## src/rtl/rr_grant_pkg.sv

```systemverilog
// rr_grant_pkg: shared types and helpers for the round-robin grant stage
package rr_grant_pkg;
  localparam int MAX_W = 256;
  typedef enum logic {IDLE, GRANT} state_t;
  function automatic int idx_w(input int w);
    return (w < 2) ? 1 : $clog2(w);
  endfunction
  function automatic logic [MAX_W-1:0] idx2oht(input logic [7:0] idx);
    return {{(MAX_W-1){1'b0}}, 1'b1} << idx;
  endfunction
endpackage

```

## src/rtl/programmable_priority_encoder.sv

```systemverilog
// programmable_priority_encoder: first set bit at or after enc_pri, high vector before low
module programmable_priority_encoder import rr_grant_pkg::*; #(
  parameter int WIDTH = 4,
  localparam int WL = idx_w(WIDTH)
) (
  input  logic [WIDTH-1:0] dec_vld_h,
  input  logic [WIDTH-1:0] dec_vld_l,
  input  logic [WL-1:0]    enc_pri,
  output logic [WL-1:0]    enc_idx,
  output logic             enc_vld
);
  logic [WIDTH-1:0] w_sel;
  logic [WL:0]      w_t;
  assign w_sel   = |dec_vld_h ? dec_vld_h : dec_vld_l;
  assign enc_vld = |w_sel;
  // descending scan so the candidate closest to the pointer is written last
  always_comb begin
    enc_idx = '0;
    w_t = '0;
    for (int j = WIDTH - 1; j >= 0; j--) begin
      w_t = {1'b0, enc_pri} + (WL+1)'(j);
      if (w_t >= (WL+1)'(WIDTH)) w_t = w_t - (WL+1)'(WIDTH);
      if (w_sel[w_t[WL-1:0]]) enc_idx = w_t[WL-1:0];
    end
  end
endmodule

```

## src/rtl/rr_grant_decoder.sv

```systemverilog
// rr_grant_decoder: registered round-robin grant with valid/ready hold and rotating pointer
module rr_grant_decoder import rr_grant_pkg::*; #(
  parameter int WIDTH = 4,
  localparam int WIDTH_LOG = idx_w(WIDTH)
) (
  input  logic                 clk,
  input  logic                 rst,
  input  logic [WIDTH-1:0]     req,
  input  logic                 pri_ld,
  input  logic [WIDTH_LOG-1:0] pri_val,
  output logic                 gnt_vld,
  input  logic                 gnt_rdy,
  output logic [WIDTH_LOG-1:0] gnt_idx,
  output logic [WIDTH-1:0]     gnt_oht,
  output logic [WIDTH_LOG-1:0] pri
);
  state_t               r_state, w_state_nxt;
  logic [WIDTH_LOG-1:0] r_idx, r_pri, w_pri_nxt, w_enc_idx;
  logic [WIDTH-1:0]     r_oht, w_req_m, w_new_oht;
  logic                 w_hs, w_ld_ok, w_issue, w_enc_vld, w_open;
  always_comb begin
    w_hs = (r_state == GRANT) && gnt_rdy;
    w_open = (r_state == IDLE) || w_hs;
    w_ld_ok = pri_ld && w_open && ({1'b0, pri_val} < (WIDTH_LOG+1)'(WIDTH));
    w_pri_nxt = w_ld_ok ? pri_val :
                w_hs ? ((r_idx == WIDTH_LOG'(WIDTH-1)) ? '0 : r_idx + 1'b1) : r_pri;
    w_req_m = req & ~(w_hs ? r_oht : '0);
    w_issue = w_enc_vld && !pri_ld && w_open;
    w_state_nxt = w_issue ? GRANT : w_hs ? IDLE : r_state;
  end
  programmable_priority_encoder #(.WIDTH(WIDTH)) u_ppe (
    .dec_vld_h(w_req_m),
    .dec_vld_l('0),
    .enc_pri(w_pri_nxt),
    .enc_idx(w_enc_idx),
    .enc_vld(w_enc_vld)
  );
  assign w_new_oht = WIDTH'(idx2oht(8'(w_enc_idx)));
  always_ff @(posedge clk) begin
    if (rst) begin
      r_state <= IDLE;
      r_idx <= '0;
      r_oht <= '0;
      r_pri <= '0;
    end else begin
      r_state <= w_state_nxt;
      r_pri <= w_pri_nxt;
      if (w_issue) begin
        r_idx <= w_enc_idx;
        r_oht <= w_new_oht;
      end else if (w_hs) begin
        r_oht <= '0;
      end
    end
  end
  assign gnt_vld = (r_state == GRANT);
  assign gnt_idx = r_idx;
  assign gnt_oht = r_oht;
  assign pri     = r_pri;
endmodule

```

## config.mk

```make
export PLATFORM = sky130hd
export DESIGN_NAME = rr_grant_decoder
export DESIGN_NICKNAME = d
export VERILOG_FILES = /design/src/rtl/rr_grant_pkg.sv /design/src/rtl/programmable_priority_encoder.sv /design/src/rtl/rr_grant_decoder.sv
export SDC_FILE = /design/constraint.sdc
export NUM_CORES = 1
export LEC_CHECK = 0
export ABC_AREA = 1
export CAP_MARGIN = 20
export CORE_MARGIN = 4
export CORE_UTILIZATION = 40
export DETAILED_ROUTE_END_ITERATION = 16
export PLACE_DENSITY = 0.69
export RECOVER_POWER = 100
export SKIP_LAST_GASP = 1
export SLEW_MARGIN = 20
export SYNTH_ARGS = -nofsm -noshare
export SYNTH_HDL_FRONTEND = slang
export SYNTH_SLANG_ARGS = --single-unit
```

## constraint.sdc

```tcl
create_clock -name clk -period 2.8 [get_ports clk]
set_input_delay 0.56 -clock clk [delete_from_list [all_inputs] [get_ports clk]]
set_output_delay 0.56 -clock clk [all_outputs]
set_load 0.1 [all_outputs]
```

Word level (Yosys, flattened, before mapping)
Index checks and enable logic that the tools add are counted.
{"block": "totals", "mem_count": 0, "regBits": 9, "input_bits": 10, "wordCells": 59, "mem_bits_rw": 0, "romBits": 0, "latchBits": 0, "out_inout_bits": 9}
{"block": "op_classes", "eq_ne": 1, "shift": 1, "n_lt_le_gt_ge": 8, "div": 0, "add_sub_neg": 8, "n_mux": 25, "n_reduce_logical": 9, "n_bitwise": 3, "mul": 0}
{"op": "2-bit two-way mux", "count": 11}
{"op": "4-bit two-way mux", "count": 4}
{"op": "2-bit by 3-bit < comparator with 1-bit output, second input constant", "count": 4}
{"op": "3-bit >= comparator, second input constant", "count": 3}
{"op": "1-bit binary-select mux with 2-bit select", "count": 4}
{"op": "4-bit OR reduction", "count": 2}
{"op": "2-bit by 1-bit subtractor with 2-bit output, second input constant", "count": 4}
{"op": "2-bit by 2-bit adder with 3-bit output, second input constant", "count": 2}
{"op": "1-bit two-way mux", "count": 6}
{"op": "4-bit AND", "count": 1}
{"op": "1-bit logical AND", "count": 4}
{"op": "4-bit NOT", "count": 1}
{"op": "1-bit by 2-bit << shifter with 4-bit output, first input constant", "count": 1}
{"op": "2-bit by 1-bit adder with 3-bit output, second input constant", "count": 1}
{"op": "2-bit by 3-bit >= comparator with 1-bit output, second input constant", "count": 1}
{"op": "2-bit by 1-bit adder with 2-bit output, second input constant", "count": 1}
{"op": "2-bit equality test, second input constant", "count": 1}
{"op": "2-bit nonzero test", "count": 1}
{"op": "1-bit zero test", "count": 1}
{"op": "1-bit logical OR", "count": 1}
{"op": "1-bit NOT", "count": 1}

Longest topological paths before layout
Gate-level depths: netlist of run 1.
{"block": "logic_depth", "ltp_word": 15, "depth_mapped": 16, "depth_no_buf": 16}

Modules after synthesis
From an unflattened synthesis of run 1, not the netlist that was laid out.
{"block": "unflattened", "cells_unflattened": 128, "area_unflattened_um2": 833.3}
{"mod": "rr_grant_decoder", "area_each_um2": 516.7, "instances": 1, "seq_area_each_um2": 180.2, "cells_per_inst": 74}
{"mod": "programmable_priority_encoder", "area_each_um2": 316.6, "instances": 1, "seq_area_each_um2": 0.0, "cells_per_inst": 54}

Worst setup path after synthesis of run 1
No wires, ideal clock.
{"block": "synth_path", "kind": "register -> register", "from": "register r_idx[0] (netlist: gnt_idx[0])", "to": "register r_idx[0] (netlist: gnt_idx[0])", "path_buffers": 0, "arrival_ns": 2.359, "path_slack_ns": 0.328, "stages_incl_launch_ff": 16, "setup_time_ns": 0.113, "period_less_slack_ns": 2.472, "path_cell_list": "dfxtp_1 > ha_1 > inv_1 > nand3_1 > nand3_1 > nand2_2 > nand2_1 > nand2_2 > nand2_2 > nand2_1 > nor2_1 > nand2_1 > nand3b_2 > nand2_2 > o21ai_1 > inv_1"}
{"block": "synth_between", "elab_chain_len": 13, "elab_cells_between_ends": 32, "cone_classes": "8 x add/sub; 4 x order compare; 1 x eq/ne; 19 x mux"}
{"element": "from (decl)", "line": "rr_grant_decoder.sv:18", "text": "logic [WIDTH_LOG-1:0] r_idx, r_pri, w_pri_nxt, w_enc_idx;"}
{"element": "from (signal assigned)", "line": "rr_grant_decoder.sv:49", "text": "r_idx <= w_enc_idx;"}
{"element": "2-bit by 1-bit adder with 2-bit output or 2-bit equality test (tied branches)", "line": "rr_grant_decoder.sv:26", "text": "w_hs ? ((r_idx == WIDTH_LOG'(WIDTH-1)) ? '0 : r_idx + 1'b1) : r_pri;"}
{"element": "2-bit two-way mux * (2 in a row)", "line": "rr_grant_decoder.sv:26"}
{"element": "2-bit two-way mux *", "line": "rr_grant_decoder.sv:25", "text": "w_pri_nxt = w_ld_ok ? pri_val :"}
{"element": "2-bit by 2-bit adder with 3-bit output", "line": "programmable_priority_encoder.sv:21", "text": "w_t = {1'b0, enc_pri} + (WL+1)'(j);"}
{"element": "3-bit >= comparator or 2-bit by 1-bit subtractor with 2-bit output (tied branches)", "line": "programmable_priority_encoder.sv:22", "text": "if (w_t >= (WL+1)'(WIDTH)) w_t = w_t - (WL+1)'(WIDTH);"}
{"element": "2-bit two-way mux", "line": "programmable_priority_encoder.sv:22"}
{"element": "1-bit binary-select mux with 2-bit select", "line": "programmable_priority_encoder.sv:23", "text": "if (w_sel[w_t[WL-1:0]]) enc_idx = w_t[WL-1:0];"}
{"element": "1-bit two-way mux (implied by the code)", "line": "programmable_priority_encoder.sv:23"}
{"element": "2-bit two-way mux (3 in a row)", "line": "programmable_priority_encoder.sv:23"}
{"element": "2-bit two-way mux *", "line": "programmable_priority_encoder.sv:23"}
Every way passes the cells marked *; elsewhere a longest branch is shown, timed or not. The select of a mux whose other input is x is not followed.
A chain may end at the register's enable or synchronous reset.

Final worst setup path of run 1
{"block": "layout_path", "from": "input port gnt_rdy", "to": "register r_idx[0] (netlist: gnt_idx[0])"}
{"block": "layout_between", "elab_chain_len": 13, "elab_cells_between_ends": 40, "cone_classes": "7 x add/sub; 4 x order compare; 20 x mux; 2 x bitwise; 7 x reduce/logical"}
{"element": "from (decl)", "line": "rr_grant_decoder.sv:12", "text": "input logic gnt_rdy,"}
{"element": "1-bit logical AND *", "line": "rr_grant_decoder.sv:22", "text": "w_hs = (r_state == GRANT) && gnt_rdy;"}
{"element": "1-bit logical OR", "line": "rr_grant_decoder.sv:23", "text": "w_open = (r_state == IDLE) || w_hs;"}
{"element": "1-bit logical AND", "line": "rr_grant_decoder.sv:24", "text": "w_ld_ok = pri_ld && w_open && ({1'b0, pri_val} < (WIDTH_LOG+1)'(WIDTH));"}
{"element": "2-bit two-way mux", "line": "rr_grant_decoder.sv:25"}
{"element": "2-bit by 2-bit adder with 3-bit output", "line": "programmable_priority_encoder.sv:21"}
{"element": "3-bit >= comparator or 2-bit by 1-bit subtractor with 2-bit output (tied branches)", "line": "programmable_priority_encoder.sv:22"}
{"element": "2-bit two-way mux", "line": "programmable_priority_encoder.sv:22"}
{"element": "1-bit binary-select mux with 2-bit select", "line": "programmable_priority_encoder.sv:23"}
{"element": "1-bit two-way mux (implied by the code)", "line": "programmable_priority_encoder.sv:23"}
{"element": "2-bit two-way mux (4 in a row)", "line": "programmable_priority_encoder.sv:23"}
Marked as above.

==> metrics.md, run 1 <==
| Metric | Value |
|---|---|
| Outcome | `completed` |
| Largest net degree at the start of global routing | `10` |
| Final Critical Period | `2.425 ns` |
| Kind of critical path | `in -> reg` |
| PD cells | `553.5 nW/µm²` |
| Die H | `52.43 µm` |
| CP cell instances | `dlygate4sd3_1 > inv_1 > nand2_2 > nand2_4 > clkinv_2 > nand2_2 > nand2_1 > nand2_1 > nand2_1 > nand2_1 > nand2_1 > nor2_1 > nand2_1 > nand3b_2 > nand2_1 > o21ai_1 > inv_1` |
| Tcrit/Tclk final | `0.8661` |
| CTS H-tree depth | `1` |
| Final ANT Viol Nets | `0` |
| Met1 Track Usage GR | `0.1752` |
| CTS root buf | `clkbuf_4` |
| Synth warn | `0` |
| Core area | `1802 µm²` |
| Worst skew pair latency | `0.26 ns` |
| Hold WC Path Type | `reg -> reg` |
| CP most frequent cell | `nand2_1` |
| Achievable clock frequency | `412.3 MHz` |
| First-pass GRT wire length | `3.160 mm` |
| CTS sink cnt | `9` |
| Reg2Reg Setup Slack | `0.83 ns` |
| P_leak | `0.5058 nW` |
| Max-slew headroom | `0.2254` |
| Clk slew on worst S/H paths | `0.07 ns` |
| Routed wire length | `1.932 mm` |
| Congestion Overflow GR | `0` |
| Met2 Usage GRT | `0.2810` |
| Fin nets | `173` |
| Hold Buf Count CTS | `0` |
| Total track usage | `0.1524` |
| Crit-path max FO | `6` |
| Synth Register Bits | `9` |
| Num CTS Buffers | `3` |
| Setup violations, final | `0` |
| CP Capture Type | `flip-flop` |
| Unique cell type count in the Yosys netlist | `19` |
| Routed vias | `875` |
| Die ar. | `2748 µm²` |
| Die width | `52.43 µm` |
| Syn_nets | `151` |
| Final GP Congestion | `0.8155` |
| Via density per instance | `4.704` |
| Synthesized area per cell | `5.639 µm²` |
| Netlist Area Pre-Place | `789.5 µm²` |
| CTS-repair resized insts | `0` |
| Seq/Total Area, Yosys | `0.2282` |
| PortBufs | `18` |
| DP HPWL | `1.632 mm` |
| Row count | `15` |
| Starting density of the core | `0.4382` |
| Maxcap violations | `0` |
| Routing usage on met3 | `0.04558` |
| Final hold vios | `0` |
| First DRT Iteration DRCs | `15` |
| DRC viols | `0` |
| Critical path required time | `2.96 ns` |
| Antenna fix cells | `0` |
| Cell taking the most area after synthesis | `dfxtp_1` |
| Post-Layout Cell Count | `186` |
| Critical path's slowest cell | `dlygate4sd3_1` |
| Worst path max stage delay | `0.59 ns` |
| RSZ-0062 raised after global routing | `false` |
| Fraction of layout cells with a size suffix above 1 | `0.1242` |
| TritonCTS clock tree | `yes` |
| Clock skew | `0.009804 ns` |
| Fin Setup TNS | `0 ns` |
| WL/cell | `10.39 µm` |
| Synth top area share | `0.2282` |
| Critical Path AT | `2.59 ns` |
| Area growth syn-to-layout | `22.03%` |
| Slew Limit Fails | `0` |
| Initial antenna violation count | `0` |
| Top cells by area, synth | `dfxtp_1 23%, nand2_1 21%, inv_1 11%` |
| Crit path launch type | `input port` |
| Peak supply drop | `400.9 µV` |
| Post-CTS setup buffers | `0` |
| Most used routing layer | `met2` |
| DR pass1 iterations | `4` |
| Max Root-Sink Buffers | `2` |
| Number of global-route vias before repair | `794` |
| Placed cell count | `182` |
| Worst slew pin tran | `1.167 ns` |
| I/O pin total | `19` |
| Mapped Cells | `140` |
| Number of fill cells in the layout | `205` |
## stage by stage
step / instance area (µm²) / worst slack [ns] / power, mW / utilization / hold slack (ns)
6_report: 963.4 / 0.3749 / 0.5333 / 0.5347 / 0.4871
5_1_grt: 963.4 / 0.1865 / 0.5785 / 0.5347 / 0.5119
4_1_cts: 1002 / 0.5215 / 0.5519 / 0.5563 / 0.4921
3_5_place_dp: 974.7 / 0.2436 / 0.4516 / 0.5410 / 0.4800
3_3_place_gp: 974.7 / 0.2666 / 0.4463 / 0.5410 / 0.4761
2_1_floorplan: 789.5 / 0.3283 / 0.3859 / - / 0.7714
## registers in the layout (all words and copies together), names as in the netlist
register and flops:
gnt_idx 2, gnt_vld 1, pri 2, gnt_oht 4
## critical path, delay by kind of cell
| family | cells | cell delay, ns |
|---|---|---|
| and+or+nand+nor | 12 | 1.11 |
| buffers and inverters | 4 | 0.81 |
| AOI/OAI and AO/OA | 1 | 0.12 |
## worst paths after layout
path / start / cells after the start / end
min: gnt_oht[0]$_SDFFE_PP0P_ / 2 / gnt_oht[0]$_SDFFE_PP0P_
max: gnt_rdy / 17 / gnt_idx[0]$_SDFFE_PP0P_
min reg2reg: gnt_oht[0]$_SDFFE_PP0P_ / 2 / gnt_oht[0]$_SDFFE_PP0P_
max reg2reg: gnt_idx[0]$_SDFFE_PP0P_ / 15 / gnt_oht[1]$_SDFFE_PP0P_
## cell type report
class                   instances  area, µm²  share of cell area
flip-flops and latches          9      180.2              0.1870
inverters                      26      98.84              0.1026
clock buffers                   3      22.52             0.02338
repair buffers                 18      123.9              0.1286
well taps                      25      31.28             0.03247
clock inverters                 1      5.005            0.005195
multi-input cells             104      501.7              0.5208
## power by group
group	internal, mW	switching (mW)	total [mW]
Clock	0.0526	0.0464	0.0990
Combinational	0.0725	0.210	0.283
Sequential	0.141	0.0104	0.152
## kinds of logic after synthesis
family	after synthesis	synth area share
adder cells (fa/ha/maj)	1	0.01585
AO/OA/AOI/OAI	15	0.09983
AND/OR/NAND/NOR	88	0.5261
buffers and inverters	27	0.1299
flip-flops	9	0.2282
## synth_stat cells
cell,count
nand2_1,45
inv_1,24
nand3_1,14
nor2_1,12
dfxtp_1,9
nand2_2,9
a21oi_1,7
o21ai_1,6
nand2_4,2
nand3_2,2
nand4_1,2
a21oi_2,1
and2_4,1
buf_1,1
clkinv_2,1
ha_1,1
inv_2,1
nand3b_2,1
o21ai_0,1
## cells in the final DEF (no fill, tap or decap)
cell and n:
nand2_1 47, inv_1 24, nand3_1 14, nor2_1 12, dfxtp_1 9, clkbuf_1 9, clkdlybuf4s50_1 8, nand2_2 7
a21oi_1 7, o21ai_1 6, clkbuf_4 3, nand2_4 2, nand3_2 2, clkinv_2 2, nand4_1 2, inv_2 1
nand3b_2 1, and2_4 1, a21oi_2 1, o21ai_0 1, ha_1 1, dlygate4sd3_1 1
## metal layers
layer,vias to the layer above,wire length (µm)
met3,0,94
met1,386,901
met2,15,936
li1,474,-
met5,-,0
met4,0,0
(Power assumes the default switching activity.)
==> run 2: changes to the inputs <==
--- a/config.mk
+++ b/config.mk
@@ -5,15 +5,14 @@
 export SDC_FILE = /design/constraint.sdc
 export NUM_CORES = 1
 export LEC_CHECK = 0
-export ABC_AREA = 1
 export CAP_MARGIN = 20
 export CORE_MARGIN = 4
-export CORE_UTILIZATION = 40
+export CORE_UTILIZATION = 45
 export DETAILED_ROUTE_END_ITERATION = 16
-export PLACE_DENSITY = 0.69
+export PLACE_DENSITY = 0.8
 export RECOVER_POWER = 100
 export SKIP_LAST_GASP = 1
-export SLEW_MARGIN = 20
+export SLEW_MARGIN = 15
 export SYNTH_ARGS = -nofsm -noshare
 export SYNTH_HDL_FRONTEND = slang
 export SYNTH_SLANG_ARGS = --single-unit
==> run 2 against run 1 <==
Non-clock buffer count unchanged. Worst hold slack better by 0.0019 ns. Power shrank 22%. Wire length shrank 18%. Combinational power is 43% lower. Synthesized cell count fell by 49%. Largest power group unchanged.
==> metrics.md, run 2 <==
| Metric | Value |
|---|---|
| FFs w/ async S/R, synth | `0` |
| Hold Buf Count CTS | `0` |
| Reg2reg path depth | `6` |
| Max-slew headroom | `0.2251` |
| Hold WC Path Type | `reg -> reg` |
| First-pass GRT wire length | `2.449 mm` |
| TritonCTS clock tree | `yes` |
| Worst Min Path Start | `gnt_idx[1]$_SDFFE_PP0P_` |
| Netlist Area Pre-Place | `601.8 µm²` |
| R2r startpoint | `gnt_vld$_SDFFE_PP0P_` |
| Unique cell type count in the Yosys netlist | `30` |
| Syn_nets | `82` |
| Top-count cell post-synth | `dfxtp_1` |
| Peak supply drop | `250.5 µV` |
| CTS-repair resized insts | `0` |
| Number of global-route vias before repair | `564` |
| Register area | `180.2 µm²` |
| Achievable clock frequency | `394.3 MHz` |
| Total power | `0.4155 mW` |
| Synthesized area per cell | `8.476 µm²` |
| RSZ-0062 raised after global routing | `false` |
| Top post-synthesis cells by count | `9 x dfxtp_1, 8 x nand2_1, 5 x nand3_1, 5 x nand4b_1` |
| Cell taking the most area after synthesis | `dfxtp_1` |
| Number of fill cells in the layout | `127` |
| Synth warn | `0` |
| Placed cell count | `101` |
| Maxcap violations | `0` |
| Most frequent cells in the layout | `10 x clkbuf_1, 9 x dfxtp_1, 8 x nand2_1, 8 x clkdlybuf4s50_1` |
| Routed vias | `638` |
| Final WS setup | `0.2640 ns` |
| Num CTS Buffers | `3` |
| Setup violations, final | `0` |
| Clock skew | `0.002220 ns` |
| Hold Path Stages | `2` |
| Fraction of layout cells with a size suffix above 1 | `0.09890` |
| Final hold vios | `0` |
| Antenna fix cells | `0` |
| Synth Register Bits | `9` |
| Routed wire length | `1.590 mm` |
| Die width | `44.57 µm` |
| CTS H-tree depth | `1` |
| PortBufs | `18` |
| Area of the multi-input gates | `389.1 µm²` |
| Outcome | `completed` |
| First DRT Iteration DRCs | `21` |
| DR pass1 iterations | `4` |
| DRC viols | `0` |
| Starting density of the core | `0.5074` |
| Final Critical Period | `2.536 ns` |
| Worst skew pair latency | `0.27 ns` |
| Worst slew pin tran | `1.167 ns` |
| Commonest non-fill, non-tap cell in the layout | `clkbuf_1` |
| DP HPWL | `1.183 mm` |
| CTS root buf | `clkbuf_4` |
| Total track usage | `0.1711` |
| CP Capture Type | `flip-flop` |
| CTS sink cnt | `9` |
| Finished layout cell area | `740.7 µm²` |
| Initial antenna violation count | `0` |
| Max Root-Sink Buffers | `2` |
| Row count | `12` |
| Mapped Cells | `71` |
| P_leak | `0.2651 nW` |
| Reg2Reg Setup Slack | `0.70 ns` |
| Synth top area share | `0.2994` |
| Fin Setup TNS | `0 ns` |
| Post-synth EDFFs | `0` |
| Core area | `1186 µm²` |
| Final ANT Viol Nets | `0` |
| Critical Path AT | `2.72 ns` |
| DP Worst Slack | `0.01594 ns` |
| Area growth syn-to-layout | `23.08%` |
| Hold Slack | `0.4890 ns` |
| Hold path endpoint | `gnt_idx[1]$_SDFFE_PP0P_` |
| Post-CTS setup buffers | `0` |
| Congestion Overflow GR | `0` |
| Flip-flop count of the largest register after layout | `4` |
| Area post-placement | `754.5 µm²` |
| Crit-path max FO | `6` |
| Seq/Total Area, Yosys | `0.2994` |
| Final GP Congestion | `0.8978` |
| Slew Limit Fails | `0` |
| Top_reg_cell synth | `dfxtp_1` |
| Via density per instance | `6.076` |
| Post-Layout Cell Count | `105` |
| Clk slew on worst S/H paths | `0.06 ns` |
| Critical path required time | `2.98 ns` |
| Fin nets | `103` |
| Layout Utilization | `0.6245` |
| Tcrit/Tclk final | `0.9057` |
| WL/cell | `15.14 µm` |
| Crit path launch type | `input port` |
| Die H | `44.57 µm` |
| I/O pin total | `19` |
| PD cells | `560.9 nW/µm²` |
| Largest net degree at the start of global routing | `11` |
| Die ar. | `1986 µm²` |
| Top cells by area, synth | `dfxtp_1 30%, nand4b_1 7.3%, a211oi_1 5.0%` |
| Kind of critical path | `in -> reg` |
| Worst R2R End | `gnt_oht[1]$_SDFFE_PP0P_` |
run 2: layout make-up:
class                      instances  area share
inverter                           1    0.005068
sequential                         9      0.2432
clock buffer                       4     0.03547
tap                               14     0.02365
timing repair buffer              18      0.1672
multi-input combinational         59      0.5253
run 2: layer usage:
layer | up-vias | wire, µm | global-route usage
met3 | 4 | 166 | 0.07317
met5 | - | 0 | 0
met1 | 284 | 701 | 0.2005
met4 | 0 | 23 | 0.07831
met2 | 30 | 699 | 0.2665
li1 | 320 | - | -
run 2: worst max-delay path, stage by stage:
cell,delay (ns)
dlygate4sd3_1,0.69
nand2_2,0.16
o32ai_2,0.36
a21o_2,0.18
a211oi_1,0.10
or3_1,0.41
o31ai_1,0.26
run 2: how the worst max path moves through the flow:
stage | startpoint | endpoint | slack (ns) | cells past startpoint
after floorplan | gnt_idx[0]$_SDFFE_PP0P_ | gnt_oht[1]$_SDFFE_PP0P_ | 0.21 | 7
after global placement | pri_ld | gnt_oht[1]$_SDFFE_PP0P_ | 0.02 | 7
after detailed placement | pri_ld | gnt_oht[1]$_SDFFE_PP0P_ | 0.02 | 7
after CTS | pri_ld | gnt_oht[1]$_SDFFE_PP0P_ | 0.29 | 7
after global routing | gnt_rdy | gnt_oht[2]$_SDFFE_PP0P_ | 0.14 | 7
final | gnt_rdy | gnt_oht[1]$_SDFFE_PP0P_ | 0.26 | 7
run 2: logic make-up after synthesis:
| kind of cell | count (synthesis) | share of synthesized area |
|---|---|---|
| and+or+nand+nor | 38 | 0.3534 |
| AOI/OAI and AO/OA | 19 | 0.2661 |
| DFF | 9 | 0.2994 |
| buffers and inverters | 3 | 0.04365 |
| muxes | 1 | 0.01663 |
| adders and majority gates | 1 | 0.02079 |
run 2: where the power goes:
group          leakage (nW)  switching (mW)  internal [mW]
logic                 0.176           0.119         0.0421
registers            0.0738          0.0102          0.138
clock network        0.0150          0.0514         0.0553
total                 0.265           0.180          0.235
==> run 3: changes to the inputs <==
--- a/config.mk
+++ b/config.mk
@@ -9,6 +9,7 @@
 export CORE_MARGIN = 4
 export CORE_UTILIZATION = 45
 export DETAILED_ROUTE_END_ITERATION = 16
+export GPL_TIMING_DRIVEN = 0
 export PLACE_DENSITY = 0.8
 export RECOVER_POWER = 100
 export SKIP_LAST_GASP = 1
==> run 3 against run 2 <==
Clock power barely moved. Sequential cell count is the same. Via count rose by 2.7%. Worst hold slack worse by 0.0027 ns. Cell count increased by 0.95%. Clock skew up 0.0046 ns. Power up 2.4%. Largest cell class unchanged. Highest routed layer unchanged.
==> metrics.md, run 3 (synthesized netlist as in run 2, its figures left out) <==
| Metric | Value |
|---|---|
| Outcome | `completed` |
| Met2 Usage GRT | `0.2693` |
| Most frequent cells in the layout | `10 x dlygate4sd3_1, 9 x dfxtp_1, 8 x nand2_1` |
| DP HPWL | `1.214 mm` |
| Routed vias | `655` |
| Fraction of layout cells with a size suffix above 1 | `0.1196` |
| Flip-flop count of the largest register after layout | `4` |
| Die ar. | `1986 µm²` |
| First DRT Iteration DRCs | `32` |
| Worst slew pin tran | `0.9848 ns` |
| PortBufs | `17` |
| Tcrit/Tclk final | `0.9085` |
| CP Capture Type | `flip-flop` |
| Logic pwr share | `0.411` |
| Achievable clock frequency | `393.1 MHz` |
| Clk slew on worst S/H paths | `0.07 ns` |
| Number of global-route vias before repair | `591` |
| Critical Path AT | `2.72 ns` |
| Crit path launch type | `input port` |
| WL/cell | `15.51 µm` |
| Final WS setup | `0.2561 ns` |
| Commonest non-fill, non-tap cell in the layout | `dlygate4sd3_1` |
| Max Root-Sink Buffers | `2` |
| Reg power frac | `0.341` |
| Reg2reg path depth | `7` |
| Row count | `12` |
| Reg2Reg Setup Slack | `0.71 ns` |
| DP Worst Slack | `0.1353 ns` |
| Routed wire length | `1.644 mm` |
| P_leak | `0.3194 nW` |
| DR pass1 iterations | `4` |
| Crit path to | `gnt_oht[3]$_SDFFE_PP0P_` |
| Worst R2R End | `gnt_oht[1]$_SDFFE_PP0P_` |
| Fin Setup TNS | `0 ns` |
| Critical path required time | `2.97 ns` |
| R2r startpoint | `gnt_idx[0]$_SDFFE_PP0P_` |
| Die H | `44.57 µm` |
| Pint | `0.2452 mW` |
| Clock Power Share | `0.247` |
| Clock skew | `0.006843 ns` |
| Hold WC Path Type | `reg -> reg` |
| Final hold vios | `0` |
| Area growth syn-to-layout | `34.51%` |
| Core area | `1186 µm²` |
| Hold Path Stages | `2` |
| Met1 Track Usage GR | `0.2440` |
| Total power | `0.4255 mW` |
| CTS sink cnt | `9` |
| Antenna fix cells | `0` |
| DRC viols | `0` |
| Initial antenna violation count | `0` |
| Fin nets | `104` |
| Kind of critical path | `in -> reg` |
| Hold Buf Count CTS | `0` |
| NetSw | `0.1804 mW` |
| Largest net degree at the start of global routing | `11` |
| Maxcap violations | `0` |
| Peak supply drop | `366.5 µV` |
| Finished layout cell area | `809.5 µm²` |
| TritonCTS clock tree | `yes` |
| Num CTS Buffers | `3` |
| Max-slew headroom | `0.3413` |
| Setup violations, final | `0` |
| First-pass GRT wire length | `2.615 mm` |
| RSZ-0062 raised after global routing | `false` |
| Post-CTS setup buffers | `0` |
| CTS-repair resized insts | `0` |
| Die width | `44.57 µm` |
| Final GP Congestion | `0.8859` |
| CP Launch Point | `gnt_rdy` |
| Total track usage | `0.1818` |
| CTS H-tree depth | `1` |
| Final Critical Period | `2.544 ns` |
| Slew Limit Fails | `0` |
| Congestion Overflow GR | `0` |
| CTS root buf | `clkbuf_4` |
| Starting density of the core | `0.5074` |
| Most used routing layer | `met2` |
| Worst skew pair latency | `0.27 ns` |
| Routing usage on met3 | `0.03659` |
| Switching Fraction | `0.4239` |
| Area post-placement | `789.5 µm²` |
| I/O pin total | `19` |
| PD cells | `525.7 nW/µm²` |
| Via density per instance | `6.179` |
| Final ANT Viol Nets | `0` |
| Crit-path max FO | `6` |
==> run 3: changes by cell type in the layout (fill, tap and decap cells not counted), sizes merged <==
cell           previous run  this run
dlygate4sd3               1        10
buf                       0         2
clkdlybuf4s50             8         7
clkbuf                   13         4
==> run 3: how the worst min path moves through the flow <==
| stage | start | to | slack [ns] |
|---|---|---|---|
| floorplan | rst | gnt_idx[1]$_SDFFE_PP0P_ | 0.63 |
| detailed placement | gnt_idx[1]$_SDFFE_PP0P_ | gnt_idx[1]$_SDFFE_PP0P_ | 0.48 |
| finish | gnt_idx[1]$_SDFFE_PP0P_ | gnt_idx[1]$_SDFFE_PP0P_ | 0.49 |
| global placement | gnt_idx[1]$_SDFFE_PP0P_ | gnt_idx[1]$_SDFFE_PP0P_ | 0.47 |
| global route | gnt_idx[1]$_SDFFE_PP0P_ | gnt_idx[1]$_SDFFE_PP0P_ | 0.51 |
| CTS | gnt_idx[1]$_SDFFE_PP0P_ | gnt_idx[1]$_SDFFE_PP0P_ | 0.49 |
==> run 3: power groups by stage <==
stage                     Combinational [mW]  Clock, mW  Sequential [mW]
after detailed placement               0.177          0            0.149
after global placement                 0.175          0            0.148
after CTS                              0.179      0.106            0.146
after global routing                   0.183      0.114            0.146
after floorplan                       0.0626          0            0.216
final                                  0.175      0.105            0.145
==> run 3: cell type report <==
class                   instances  area, µm²
plain buffers                   2      22.52
fillers                       103      376.6
well taps                      14      17.52
clock buffers                   4      26.28
inverters                       1      3.754
repair buffers                 17      170.2
multi-input cells              59      389.1
flip-flops and latches          9      180.2
==> run 3: per-layer routing <==
metal | share of wire | up-vias
li1 | - | 321
met1 | 0.45 | 291
met4 | 0.027 | 0
met5 | 0 | -
met3 | 0.088 | 7
met2 | 0.44 | 36
==> run 3: worst max-delay path, stage by stage <==
cell,delay (ns)
dlygate4sd3_1,0.67
nand2_2,0.16
o32ai_2,0.35
a211oi_1,0.12
a311oi_1,0.43
nand3_1,0.16
o31ai_1,0.26
==> run 3: stage by stage <==
stage,util,hold slack (ns),cells
after floorplan,-,0.6291,71
after global placement,0.6656,0.4727,102
after detailed placement,0.6656,0.4781,102
after CTS,0.6878,0.4906,106
after global routing,0.6825,0.5061,106
final,0.6825,0.4863,106
